$ cat src/rtl/dense_drain_ctrl_if.sv
// Valid/ready output stream from the dense drain controller to the output-buffer writer.
// Each beat carries one result word and its destination address.
interface dense_drain_ctrl_if #(
  parameter int unsigned WID    = 16,
  parameter int unsigned ADDR_W = 16
);
  logic              valid;
  logic              ready;
  logic [WID-1:0]    data;
  logic [ADDR_W-1:0] addr;

  modport master (output valid, output data, output addr, input ready);
  modport slave  (input valid, input data, input addr, output ready);
endinterface

$ cat src/rtl/dense_drain_ctrl.sv
// Freezes the PE-array dense outputs with a one-cycle latch pulse, then streams the
// requested number of latched words to the output buffer over a valid/ready port.
`ifndef N_PE
`define N_PE 8
`endif
`ifndef WID_PE_BITS
`define WID_PE_BITS 16
`endif

module dense_drain_ctrl #(
  parameter int unsigned N_PE   = `N_PE,
  parameter int unsigned WID    = `WID_PE_BITS,
  parameter int unsigned ADDR_W = 16,
  parameter int unsigned IDX_W  = $clog2(N_PE + 1)
) (
  input  logic                 clk,
  input  logic                 rst,
  input  logic                 start,
  input  logic [IDX_W-1:0]     count,
  input  logic [ADDR_W-1:0]    base_addr,
  input  logic                 abort,
  output logic                 dense_latch,
  output logic [IDX_W-1:0]     dense_rd_addr,
  input  logic [WID-1:0]       pea_data,
  dense_drain_ctrl_if.master   out,
  output logic                 busy,
  output logic                 done
);

  typedef enum logic [1:0] {StIdle, StLatch, StDrain, StDone} state_e;

  state_e            state_q, state_d;
  logic [IDX_W-1:0]  cnt_q, cnt_d;
  logic [IDX_W-1:0]  idx_q, idx_d;
  logic [ADDR_W-1:0] base_q, base_d;
  logic [ADDR_W-1:0] addr_q, addr_d;
  logic [WID-1:0]    data_q, data_d;
  logic              valid_q, valid_d;
  logic              load;

  always_ff @(posedge clk or posedge rst) begin
    if (rst) begin
      state_q <= StIdle;
      cnt_q   <= '0;
      idx_q   <= '0;
      base_q  <= '0;
      addr_q  <= '0;
      data_q  <= '0;
      valid_q <= 1'b0;
    end else begin
      state_q <= state_d;
      cnt_q   <= cnt_d;
      idx_q   <= idx_d;
      base_q  <= base_d;
      addr_q  <= addr_d;
      data_q  <= data_d;
      valid_q <= valid_d;
    end
  end

  always_comb begin
    state_d = state_q;
    cnt_d   = cnt_q;
    idx_d   = idx_q;
    base_d  = base_q;
    addr_d  = addr_q;
    data_d  = data_q;
    valid_d = valid_q;
    load    = 1'b0;

    // Abort wins everywhere; in IDLE it simply swallows a coincident start.
    if (abort) begin
      state_d = StIdle;
      valid_d = 1'b0;
    end else begin
      unique case (state_q)
        StIdle: begin
          if (start) begin
            cnt_d   = (count > IDX_W'(N_PE)) ? IDX_W'(N_PE) : count;
            base_d  = base_addr;
            state_d = (count == '0) ? StDone : StLatch;
          end
        end
        StLatch: begin
          idx_d   = '0;
          state_d = StDrain;
        end
        StDrain: begin
          load = (idx_q < cnt_q) && (!valid_q || out.ready);
          if (load) begin
            data_d  = pea_data;
            addr_d  = base_q + ADDR_W'(idx_q);
            valid_d = 1'b1;
            idx_d   = idx_q + 1'b1;
          end else if ((idx_q == cnt_q) && valid_q && out.ready) begin
            valid_d = 1'b0;
            state_d = StDone;
          end
        end
        StDone: begin
          state_d = StIdle;
        end
        default: begin
          state_d = StIdle;
        end
      endcase
    end
  end

  assign dense_latch   = (state_q == StLatch) && !abort;
  assign done          = (state_q == StDone) && !abort;
  assign busy          = (state_q != StIdle);
  assign dense_rd_addr = idx_q;
  assign out.valid     = valid_q;
  assign out.data      = data_q;
  assign out.addr      = addr_q;

endmodule

$ cat src/flat_wrapper.sv
// flat-port wrapper written by rule: the top's interface ports become plain ports
module dense_drain_ctrl_flat 
#(
  parameter int unsigned N_PE   = `N_PE,
  parameter int unsigned WID    = `WID_PE_BITS,
  parameter int unsigned ADDR_W = 16,
  parameter int unsigned IDX_W  = $clog2(N_PE + 1)
)
  (clk, rst, start, count, base_addr, abort, dense_latch, dense_rd_addr, pea_data, busy, done, out_valid, out_data, out_addr, out_ready);
  dense_drain_ctrl_if #(.WID(WID), .ADDR_W(ADDR_W)) out_i ();
  input  logic clk;
  input  logic rst;
  input  logic start;
  input  logic [IDX_W-1:0] count;
  input  logic [ADDR_W-1:0] base_addr;
  input  logic abort;
  output logic dense_latch;
  output logic [IDX_W-1:0] dense_rd_addr;
  input  logic [WID-1:0] pea_data;
  output logic busy;
  output logic done;
  output wire logic [$bits(out_i.valid)-1:0] out_valid;
  output wire logic [$bits(out_i.data)-1:0] out_data;
  output wire logic [$bits(out_i.addr)-1:0] out_addr;
  input wire logic [$bits(out_i.ready)-1:0] out_ready;
  assign out_valid = out_i.valid;
  assign out_data = out_i.data;
  assign out_addr = out_i.addr;
  assign out_i.ready = out_ready;
  dense_drain_ctrl #(.N_PE(N_PE), .WID(WID), .ADDR_W(ADDR_W), .IDX_W(IDX_W)) u_core (.clk(clk), .rst(rst), .start(start), .count(count), .base_addr(base_addr), .abort(abort), .dense_latch(dense_latch), .dense_rd_addr(dense_rd_addr), .pea_data(pea_data), .out(out_i), .busy(busy), .done(done));
endmodule
$ cat config.mk
export PLATFORM = sky130hd
export DESIGN_NAME = dense_drain_ctrl_flat
export DESIGN_NICKNAME = d
export VERILOG_FILES = /design/src/rtl/dense_drain_ctrl_if.sv /design/src/rtl/dense_drain_ctrl.sv /design/src/flat_wrapper.sv
export SDC_FILE = /design/constraint.sdc
export NUM_CORES = 1
export LEC_CHECK = 0
export CORE_ASPECT_RATIO = 1.5
export CORE_MARGIN = 1
export CORE_UTILIZATION = 52
export CTS_CLUSTER_SIZE = 10
export DETAILED_ROUTE_END_ITERATION = 8
export PLACE_DENSITY = 0.93
export SLEW_MARGIN = 20
export SYNTH_ARGS = -nofsm -noshare
export SYNTH_HDL_FRONTEND = slang
export SYNTH_SLANG_ARGS = --single-unit
export TNS_END_PERCENT = 30
$ cat constraint.sdc
create_clock -name clk -period 2.7 [get_ports clk]
set_input_delay 0.405 -clock clk [delete_from_list [all_inputs] [get_ports clk]]
set_output_delay 0.405 -clock clk [all_outputs]
set_load 0.005 [all_outputs]
-- Word level (Yosys, flattened, before mapping)
Index checks and enable logic that the tools add are counted.
- register bits: 59
- input port bits: 41
- $add $sub $neg: 2
- $lt $le $gt $ge: 2
- equality and inequality tests: 8
- muxes and demuxes: 13
- bitwise operators: 1
- reduce and logical (&&, ||, !) cells: 19
- operators with widths (operator ; number):
    16-bit by 4-bit adder with 16-bit output ; 1
    3-bit AND reduction ; 4
    2-bit two-way mux ; 5
    4-bit two-way mux ; 2
    2-bit one-hot mux with 4 select lines ; 1
    4-bit one-hot mux with 2 select lines ; 1
    3-bit inequality test, second input constant ; 2
    2-bit nonzero test ; 3
    1-bit logical AND ; 5
    4-bit by 1-bit adder with 4-bit output, second input constant ; 1
    2-bit equality test, second input constant ; 2
    4-bit equality test ; 1
    4-bit greater-than comparator, second input constant ; 1
    4-bit zero test ; 1
    4-bit less-than comparator ; 1
    1-bit two-way mux ; 4
    3-bit by 2-bit inequality test with 1-bit output, second input constant ; 1
    3-bit nonzero test ; 1
    2-bit by 1-bit equality test with 1-bit output, second input constant ; 1
    1-bit zero test ; 2
    2-bit zero test ; 1
    2-bit by 1-bit inequality test with 1-bit output, second input constant ; 1
    2-bit AND reduction ; 1
    1-bit logical OR ; 1
    1-bit NOT ; 1

-- Depth between registers and ports, before layout
Gate-level depths: netlist (run 1).
- word-level depth: 7
- depth in mapped cells: 9
- mapped depth without buffers: 7

-- Least setup slack after synthesis (run 1)
Ideal clock, no wire load.
- path kind: register to register
- start point: reg u_core.idx_q[0], in the netlist u_core.dense_rd_addr[0]
- end point: reg u_core.addr_q[6], in the netlist u_core.out.addr[6]
- arrival: 1.657 ns
- required time: 2.567 ns
- setup slack: 0.910 ns
- cell stages (with the launch flop): 8
- path through: dfrtp_1 > ha_1 > fa_1 > nand3_1 > nand2_1 > and3_1 > xnor2_1 > o21ai_0
- word-level cells in the longest chain between the ends: 3
- elaborated cells between the ends (all ways): 4
- those cells by class: add/sub (1); order compare (1); reduce/logical (2)
- ends and longest elaborated chain (element ; line ; RTL):
    start, declared ; dense_drain_ctrl.sv:34 ; logic [IDX_W-1:0] idx_q, idx_d;
    start signal, assigned ; dense_drain_ctrl.sv:53 ; idx_q <= idx_d;
    parallel branches: the longest is 3 deep, another holds 16-bit by 4-bit adder with 16-bit output ; n/a ;
    end signal, assigned ; dense_drain_ctrl.sv:55 ; addr_q <= addr_d;
    end, declared ; dense_drain_ctrl.sv:36 ; logic [ADDR_W-1:0] addr_q, addr_d;
Several ways; the timed one is not identified.
A chain may end at the register's enable or synchronous reset.

-- Final worst setup path (run 1)
- start point: in abort
- end point: out dense_latch
- word-level cells in the longest chain between the ends: 2
- ends and longest elaborated chain (element ; line ; RTL):
    start, declared ; flat_wrapper.sv:16 ; input logic abort;
    1-bit zero test ; dense_drain_ctrl.sv:110 ; assign dense_latch = (state_q == StLatch) && !abort;
    1-bit logical AND ; dense_drain_ctrl.sv:110 ;
    end, declared ; flat_wrapper.sv:17 ; output logic dense_latch;
Every way passes these cells.

==> results of run 1 <==
[worst min path at each step]
| stage | slack (ns) | cells after the start | end |
|---|---|---|---|
| 6_report | 0.48 | 2 | u_core.out.addr[4] |
| 5_1_grt | 0.49 | 2 | u_core.out.addr[4] |
| 4_1_cts | 0.49 | 2 | u_core.out.addr[4] |
| 3_5_place_dp | 0.47 | 2 | u_core.out.addr[4] |
| 3_3_place_gp | 0.46 | 2 | u_core.out.addr[12] |
| 2_1_floorplan | 0.45 | 2 | u_core.cnt_q[1] |
[cell families (layout without fill, tap and decap cells)]
logic type | count (synthesis) | in the layout | synth area share
AOI/OAI and AO/OA | 31 | 31 | 0.0616
DFF | 59 | 59 | 0.511
adders and majority gates | 14 | 14 | 0.0633
and+or+nand+nor | 68 | 68 | 0.120
muxes | 36 | 36 | 0.165
buffers and inverters | 16 | 107 | 0.0295
xor gates and xnor gates | 16 | 16 | 0.0485
[power by group]
group          total [mW]  internal (mW)  leakage (nW)  switching [mW]
clock network       0.861          0.540         0.102           0.321
logic                1.51          0.962         0.963           0.543
registers            1.55           1.26         0.745           0.293
total                3.92           2.76          1.81            1.16
[placed cells by master (no fill, tap or decap), types with 2 or more instances in the layout]
cell / n
nor2b_1: 4
clkdlybuf4s50_1: 80
buf_4: 2
clkinvlp_4: 2
clkbuf_8: 10
o21ai_0: 19
mux2_4: 19
nor2_1: 7
ha_1: 13
and3_1: 4
xnor2_1: 5
nand4_1: 5
nand2_1: 26
nand2b_1: 5
a21oi_1: 5
bufinv_16: 2
xor2_1: 11
dfrtp_1: 59
mux2_2: 17
nand3_1: 11
inv_1: 8
[metal layers]
| metal | vias up | track usage | part of all wire |
|---|---|---|---|
| met1 | 988 | 0.248 | 0.42 |
| li1 | 997 | - | - |
| met3 | 17 | 0.0427 | 0.035 |
| met2 | 59 | 0.358 | 0.52 |
| met4 | 0 | 0.157 | 0.032 |
| met5 | - | 0 | 0 |
[through the flow]
stage / cell area (um^2) / power [mW] / worst slack [ns]
after floorplan: 2890 / 2.35 / 0.839
after global placement: 3760 / 2.98 / 0.518
after detailed placement: 3760 / 3.08 / 0.448
after CTS: 3970 / 3.96 / 0.529
after global routing: 3970 / 4.17 / 0.421
final: 3970 / 3.92 / 0.518
[layout make-up]
class                      count  area (um^2)
clock inverter                 4         75.1
multi-input combinational    165         1330
timing repair buffer          83          836
inverter                       9         33.8
tap                           68         85.1
sequential                    59         1480
fill                         335         1270
clock buffer                  11          141
[registers in the layout, indices dropped and copies added (netlist names)]
signal and cells:
u_core.base_q 16, u_core.cnt_q 4, u_core.dense_rd_addr 4, u_core.out.addr 16
u_core.out.data 16, u_core.out.valid 1, u_core.state_q 2
[critical path, stage by stage]
cell	delay, ns
clkdlybuf4s50_1	0.56
nor2b_1	0.26
clkdlybuf4s50_1	0.55
==> run_results.csv, run 1 <==
group,metric,value,unit
run_status,status,"completed",
cells_and_area,n_antenna_cell,0,
cts,htreeDepth,3,
cts,clock_latency,0.33,ns
timing,relSlewSlack,0.525,
cts,cts_hold_buf,0,
timing,hold-worst-slack,0.482,ns
pwr,power_density,986,nW/um^2
synthesis,yosysWarnings,0,
floorplan,ios,81,
global_routing,grt_pass1_vias,2138,
cts,post_cts_buffers,0,
synthesis,yosys.area.top_type,"dfrtp_1",
global_routing,antenna_found_initial,0,
timing,setup_tns,0,ns
cts,cts_sinks,59,
synthesis,postSynthCellCount,240,
cts,cts_tree,"done",
critical_path,cp-start-kind,"primary input",
timing,rsz0062_at_grt,"no",
timing,hold_viol_final,0,
timing,fmax,0.458,GHz
synthesis,syn_nets,295,
cts,cts_resized,0,
floorplan,die_area,5860,um^2
detailed_routing,vias_per_cell,5.17,
floorplan,core,5250,um^2
pwr,vdd_ir_drop_max,0.000719,V
synthesis,ys_seq_area_frac,0.511,
synthesis,synth.distinct_cells,33,
timing,fin_skew,0.00761,ns
cts,cts_root_buffer,"clkbuf_8",
critical_path,reg2reg_slack,0.64,ns
critical_path,crit_fanout,7,
detailed_routing,first_pass_iters,4,
synthesis,yosys.cell_count.top_type,"dfrtp_1",
placed_design,dp_hpwl,4.30,mm
synthesis,yosys.area.top_type_share,0.511,
detailed_routing,wl,5.64,mm
flow_run,cap_viol_max_count,0,
critical_path,reg2reg_depth,6,
detailed_routing,drtIter0Drc,61,
synthesis,synth_top_flop_cell,"dfrtp_1",
synthesis,synth_common_cells,"dfrtp_1 (59), nand2_1 (26), mux2_4 (19), o21ai_0 (19), mux2_2 (17)",
synthesis,ys_ff_latch,59,
floorplan,placementRows,32,
floorplan,die_h,93.3,um
critical_path,critPathArrivalTime,1.78,ns
global_routing,grt_start_max_net_pins,60,
timing,period_needed,2.18,ns
critical_path,endpoint_kind,"output port",
global_routing,grt_pass1_wl,9.55,mm
placed_design,finalWeightedCongestion,0.786,
cells_and_area,drive_gt1_frac,0.175,
worst_hold_path,hp-class,"register to register",
cells_and_area,area_delta_synth_final,37.6,%
timing,setup_viol,0,
critical_path,endpoint,"dense_latch",
timing,maxSlewViolCount,0,
pwr,cellLeakagePower,1.81,nW
synthesis,ys_top_cells_by_area,"dfrtp_1 (51%), mux2_4 (9.9%), mux2_2 (6.6%)",
synthesis,synth_area,2890,um^2
floorplan,start_util,0.550,
synthesis,synth_edf_count,0,
global_routing,track_usage,0.216,
floorplan,die_w,62.8,um
critical_path,crit_start,"abort",
cells_and_area,final_cells,399,
critical_path,timing.rr.end,"u_core.out.data[0]",
placed_design,place_inst,384,
cts,path_clk_slew,0.06,ns
synthesis,async_flop_share,1.00,
worst_hold_path,min_from,"u_core.out.addr[4]",
cells_and_area,final_util,0.757,
global_routing,grt_overflow,0,
critical_path,reg2reg_from,"u_core.dense_rd_addr[1]",
detailed_routing,wl_per_cell,14.1,um
detailed_routing,ant_nets,0,
detailed_routing,vias,2061,
critical_path,required,2.30,ns
synthesis,avgSynthCellArea,12.0,um^2
timing,worstMarginPinSlew,0.713,ns
timing,finalCritPeriodShare,0.808,
detailed_routing,drc,0,
cts,cts_buffer_depth,2,
critical_path,worstSetupPathType,"primary input to output port",
cts,cts-buffers-inserted,9,
cells_and_area,nNetsFinal,382,
placed_design,port-buffer-count,80,
(Power assumes the default switching activity.)
==> run 2: changes to the inputs <==
--- a/config.mk
+++ b/config.mk
@@ -7,10 +7,10 @@
 export LEC_CHECK = 0
 export CORE_ASPECT_RATIO = 1.5
 export CORE_MARGIN = 1
-export CORE_UTILIZATION = 52
+export CORE_UTILIZATION = 48
 export CTS_CLUSTER_SIZE = 10
 export DETAILED_ROUTE_END_ITERATION = 8
-export PLACE_DENSITY = 0.93
+export PLACE_DENSITY = 0.87
 export SLEW_MARGIN = 20
 export SYNTH_ARGS = -nofsm -noshare
 export SYNTH_HDL_FRONTEND = slang
==> constraint.sdc (replaced) <==
create_clock -name clk -period 2.1 [get_ports clk]
set_input_delay 0.315 -clock clk [delete_from_list [all_inputs] [get_ports clk]]
set_output_delay 0.315 -clock clk [all_outputs]
set_load 0.005 [all_outputs]
==> run 2 against run 1 <==
Hold slack got worse by 0.19 ns. Utilization shrank 6.9 points. Register-to-register slack got worse by 0.43 ns. Design area rose by 0.19%. Sequential cell count stayed put. Via count fell by 0.49%. Combinational power rose by 32%. Die area rose by 8.1%. Critical path depth is 1 higher. Critical path type is now register to output port. Critical endpoint is now busy. Largest cell class unchanged.
==> run_results.csv, run 2 (synthesized netlist as in run 1, its figures left out) <==
group,metric,value,unit
timing,relSlewSlack,0.749,
global_routing,grt_pass1_vias,2084,
cells_and_area,fillers,445,
placed_design,finalWeightedCongestion,0.771,
critical_path,reg2reg_slack,0.21,ns
detailed_routing,ant_nets,0,
cts,cts_tree,"done",
timing,final.setup.worst_slack,0.106,ns
detailed_routing,wl_per_cell,13.6,um
critical_path,worstSetupPathType,"register to output port",
cts,htreeDepth,3,
timing,period_needed,1.99,ns
timing,setup_viol,0,
critical_path,crit_top_cell,"inv_1",
cells_and_area,area_delta_synth_final,37.9,%
timing,maxSlewViolCount,0,
timing,rsz0062_at_grt,"no",
placed_design,place_area,3810,um^2
critical_path,cp_slowest_cell,"clkdlybuf4s50_1",
critical_path,crit_fanout,5,
critical_path,required,1.78,ns
floorplan,die_area,6330,um^2
critical_path,crit_start,"u_core.state_q[0]",
critical_path,reg2reg_depth,6,
global_routing,gr-usage-met3,0.0554,
detailed_routing,vias,2051,
flow_run,cap_viol_max_count,0,
critical_path,cp-start-kind,"register",
global_routing,top_usage_layer,"met2",
cts,cts_sinks,59,
cts,clock_latency,0.32,ns
cts,path_clk_slew,0.06,ns
floorplan,start_util,0.499,
cells_and_area,nNetsFinal,385,
placed_design,port-buffer-count,80,
critical_path,worstPathCellList,"inv_1 > ha_1 > inv_1 > clkdlybuf4s50_1",
critical_path,timing.rr.end,"u_core.out.data[5]",
timing,setup_tns,0,ns
pwr,cellLeakagePower,1.83,nW
pwr,vdd_ir_drop_max,0.000734,V
detailed_routing,wl,5.50,mm
timing,worstMarginPinSlew,0.377,ns
cells_and_area,final_cell_mix,"clkdlybuf4s50_1 (80), dfrtp_1 (59), nand2_1 (26)",
cells_and_area,final_util,0.688,
cells_and_area,n_antenna_cell,0,
detailed_routing,drc,0,
placed_design,place_inst,391,
timing,finalCritPeriodShare,0.949,
critical_path,reg2reg_from,"u_core.dense_rd_addr[3]",
cts,cts_buffer_depth,2,
cells_and_area,final_cells,406,
timing,fmax,0.502,GHz
global_routing,grt_pass1_wl,9.55,mm
detailed_routing,vias_per_cell,5.05,
floorplan,ios,81,
run_status,status,"completed",
critical_path,endpoint_kind,"output port",
detailed_routing,drtIter0Drc,38,
timing,hold_viol_final,0,
cts,cts_root_buffer,"clkbuf_8",
floorplan,die_h,97.0,um
global_routing,grt_start_max_net_pins,44,
critical_path,cpPeakStageDelay,0.53,ns
global_routing,antenna_found_initial,0,
detailed_routing,first_pass_iters,4,
timing,fin_skew,0.00369,ns
cts,cts-buffers-inserted,9,
global_routing,grt_overflow,0,
cells_and_area,drive_gt1_frac,0.186,
pwr,power_density,1210,nW/um^2
floorplan,core,5790,um^2
cells_and_area,final_common_cell,"clkdlybuf4s50_1",
worst_hold_path,hp-class,"primary input to asynchronous set/reset pin",
cts,cts_hold_buf,0,
placed_design,place_ws,0.132,ns
cells_and_area,post-route-cell-area,3980,um^2
floorplan,placementRows,34,
global_routing,grt_use_met2,0.330,
global_routing,grt_use_met1,0.229,
placed_design,dp_hpwl,4.26,mm
critical_path,critPathArrivalTime,1.68,ns
global_routing,track_usage,0.198,
floorplan,die_w,65.3,um
run 2: repair_timing:
action	in CTS	in global routing
setup endpoints to repair	0	3
setup buffers	0	0
resized for setup	0	3
endpoints found under the hold margin	0	0
run 2: critical path, delay by kind of cell, from the launching register on:
| kind | cells | cell delay, ns |
|---|---|---|
| adders and majority gates | 1 | 0.20 |
| buffers and inverters | 3 | 0.74 |
| DFF | 1 | 0.41 |
run 2: cell type report:
cell class / instances / area, um^2 / share of cell area
Clock buffer: 12 / 145 / 0.0365
Clock inverter: 3 / 15.0 / 0.00377
Inverter: 9 / 33.8 / 0.00849
Multi-Input combinational cell: 165 / 1340 / 0.336
Sequential cell: 59 / 1480 / 0.371
Tap cell: 72 / 90.1 / 0.0226
Timing Repair Buffer: 86 / 883 / 0.222
run 2: per-layer routing:
layer / vias up / part of all wire
li1: 1013 / -
met1: 975 / 0.41
met2: 56 / 0.53
met3: 7 / 0.044
met4: 0 / 0.016
met5: - / 0
run 2: power breakdown:
part	internal, mW	switching, mW	total [mW]
Combinational	1.28	0.719	2.00
Clock	0.447	0.390	0.837
Sequential	1.62	0.358	1.98
Total	3.34	1.47	4.81
run 2: worst max-delay path by stage:
stage                                endpoint  cells past startpoint
after global placement    u_core.out.data[15]                      6
final                                    busy                      4
after detailed placement   u_core.out.data[5]                      6
after floorplan            u_core.out.addr[6]                      7
after global routing              dense_latch                      4
after CTS                         dense_latch                      4
run 2: per-stage QoR:
stage / power (mW) / hold WS, ns
6_report: 4.81 / 0.290
5_1_grt: 5.17 / 0.305
4_1_cts: 4.85 / 0.285
3_5_place_dp: 3.99 / 0.469
3_3_place_gp: 3.88 / 0.462
2_1_floorplan: 3.03 / 0.378
==> run 3: changes to the inputs <==
--- a/config.mk
+++ b/config.mk
@@ -5,8 +5,9 @@
 export SDC_FILE = /design/constraint.sdc
 export NUM_CORES = 1
 export LEC_CHECK = 0
+export ABC_AREA = 1
 export CORE_ASPECT_RATIO = 1.5
-export CORE_MARGIN = 1
+export CORE_MARGIN = 2
 export CORE_UTILIZATION = 48
 export CTS_CLUSTER_SIZE = 10
 export DETAILED_ROUTE_END_ITERATION = 8
==> run 3 against run 2 <==
Via count is 33% higher. Clock power grew 39%. Sequential power increased by 5%. Critical path depth up 1. Final cell count up 34%. Combinational power up 6%. Wire length grew 27%.
==> run_results.csv, run 3 <==
group,metric,value,unit
pwr,power,5.35,mW
placed_design,port-buffer-count,80,
global_routing,antenna_found_initial,0,
pwr,power_density,1310,nW/um^2
synthesis,async_flop_share,1.00,
synthesis,synth_common_cells,"nand2_1 (159), dfrtp_1 (59), inv_1 (36), nand3_1 (34), nor2_1 (20)",
critical_path,cpPeakStageDelay,0.52,ns
cells_and_area,nNetsFinal,522,
cells_and_area,n_antenna_cell,0,
cells_and_area,seq_area,1480,um^2
timing,relSlewSlack,0.722,
synthesis,synth_area,2980,um^2
timing,fmax,0.514,GHz
placed_design,dp_hpwl,5.27,mm
cts,cts_resized,0,
critical_path,required,1.78,ns
detailed_routing,first_pass_iters,5,
detailed_routing,drc,0,
timing,period_needed,1.94,ns
timing,fin_skew,0.00919,ns
critical_path,cp_slowest_cell,"clkdlybuf4s50_1",
floorplan,placementRows,35,
timing,final.setup.worst_slack,0.156,ns
cts,cts_sinks,59,
placed_design,place_ws,0.231,ns
detailed_routing,ant_nets,0,
detailed_routing,wl,6.98,mm
global_routing,grt_overflow,0,
run_status,status,"completed",
flow_run,cap_viol_max_count,0,
timing,worstMarginPinSlew,0.416,ns
placed_design,finalWeightedCongestion,0.913,
cts,cts_hold_buf,0,
global_routing,grt_start_max_net_pins,60,
global_routing,grt_pass1_vias,2645,
timing,hold_viol_final,0,
synthesis,yosys.cell_count.top_type,"nand2_1",
critical_path,worstSetupPathType,"register to output port",
floorplan,ios,81,
detailed_routing,drtIter0Drc,159,
cells_and_area,final_cell_mix,"nand2_1 (159), clkdlybuf4s50_1 (80), dfrtp_1 (59)",
detailed_routing,vias,2728,
synthesis,syn_nets,435,
cells_and_area,area_delta_synth_final,37.5,%
critical_path,cp-start-kind,"register",
synthesis,ys_top_cells_by_area,"dfrtp_1 (50%), nand2_1 (20%), nand3_1 (5.7%)",
synthesis,ys_seq_area_frac,0.495,
synthesis,yosysWarnings,0,
cells_and_area,multi_input_area,1300,um^2
cts,post_cts_buffers,0,
detailed_routing,vias_per_cell,5.00,
synthesis,synth_top_flop_cell,"dfrtp_1",
critical_path,crit_top_cell,"inv_1",
cells_and_area,final_common_cell,"nand2_1",
critical_path,crit_fanout,4,
timing,setup_viol,0,
timing,rsz0062_at_grt,"no",
timing,hold-worst-slack,0.366,ns
cts,cts_tree,"done",
synthesis,postSynthCellCount,380,
cts,cts_buffer_depth,2,
synthesis,yosys.area.top_type,"dfrtp_1",
pwr,vdd_ir_drop_max,0.000638,V
synthesis,yosys.area.top_type_share,0.495,
cells_and_area,drive_gt1_frac,0.0636,
floorplan,die_area,6870,um^2
critical_path,worstPathCellList,"inv_1 > ha_1 > inv_1 > nor2_1 > clkdlybuf4s50_1",
floorplan,start_util,0.490,
floorplan,core,6090,um^2
worst_hold_path,hp-class,"primary input to asynchronous set/reset pin",
cts,clock_latency,0.33,ns
cts,cts-buffers-inserted,9,
cells_and_area,final_util,0.673,
floorplan,die_h,101,um
pwr,cellLeakagePower,2.05,nW
timing,maxSlewViolCount,0,
critical_path,critPathArrivalTime,1.63,ns
synthesis,synth.distinct_cells,25,
critical_path,endpoint_kind,"output port",
global_routing,track_usage,0.226,
timing,setup_tns,0,ns
cells_and_area,fillers,484,
synthesis,avgSynthCellArea,7.85,um^2
synthesis,synth_edf_count,0,
floorplan,die_w,68.4,um
timing,finalCritPeriodShare,0.926,
synthesis,ys_ff_latch,59,
detailed_routing,wl_per_cell,12.8,um
global_routing,grt_pass1_wl,11.8,mm
cts,htreeDepth,3,
cts,cts_root_buffer,"clkbuf_8",
cts,path_clk_slew,0.07,ns
## run 3: cell count changes after synthesis, sizes merged, moves of 3 or more
cell / before / now
and3: 5 / 0
mux2: 36 / 0
nand3: 11 / 36
inv: 9 / 39
xnor2: 5 / 2
o21ai: 20 / 24
xor2: 11 / 3
nor2b: 5 / 0
nand4: 5 / 2
nand2: 27 / 159
nand2b: 5 / 0
nor2: 7 / 20
## run 3: critical path: cells and delay by family, from the launching register on
family / cells / cell delay, ns
adders and majority gates: 1 / 0.14
buffers and inverters: 3 / 0.65
DFF: 1 / 0.41
and+or+nand+nor: 1 / 0.11
## run 3: logic make-up (layout without fill, tap and decap cells)
family                     Yosys count  count (layout)  share of synthesized area
and+or+nand+nor                    222             222                      0.305
DFF                                 59              59                      0.495
buffers and inverters               49             141                     0.0697
AOI/OAI and AO/OA                   31              31                     0.0541
adders and majority gates           14              14                     0.0613
xor gates and xnor gates             5               5                     0.0147
## run 3: final timing paths
kind	start	endpoint	slack, ns	depth (start not counted)
worst max-delay path	u_core.state_q[1]	dense_latch	0.16	5
worst min-delay path	rst	u_core.out.data[15]	0.37	3
worst max register to register	u_core.dense_rd_addr[0]	u_core.out.addr[14]	0.22	10
worst min register to register	u_core.out.data[7]	u_core.out.data[7]	0.48	2
max in group asynchronous	rst	u_core.base_q[3]	1.50	3
min in group clk	u_core.out.data[7]	u_core.out.data[7]	0.48	2
## run 3: final cells by class
cell class	count	area share
clock buffers	12	0.0379
clock inverters	4	0.0177
repair buffers	86	0.209
multi-input cells	272	0.317
well taps	74	0.0226
flip-flops and latches	59	0.360
inverters	39	0.0357
## run 3: where the power goes
part           internal, mW  switching [mW]
Clock                 0.731           0.425
Sequential             1.67           0.402
Combinational          1.13            1.00
## run 3: through the flow
stage	instances	cell area [um^2]
after floorplan	380	2980
after global placement	530	3870
after detailed placement	530	3870
after CTS	546	4100
after global routing	546	4100
final	546	4100
## run 3: metal layers
metal | global-route usage | wire length, um | vias up
met2 | 0.373 | 3650 | 71
met4 | 0.0969 | 208 | 0
met1 | 0.278 | 2780 | 1272
met5 | 0 | 0 | -
met3 | 0.0525 | 338 | 15
li1 | - | - | 1370
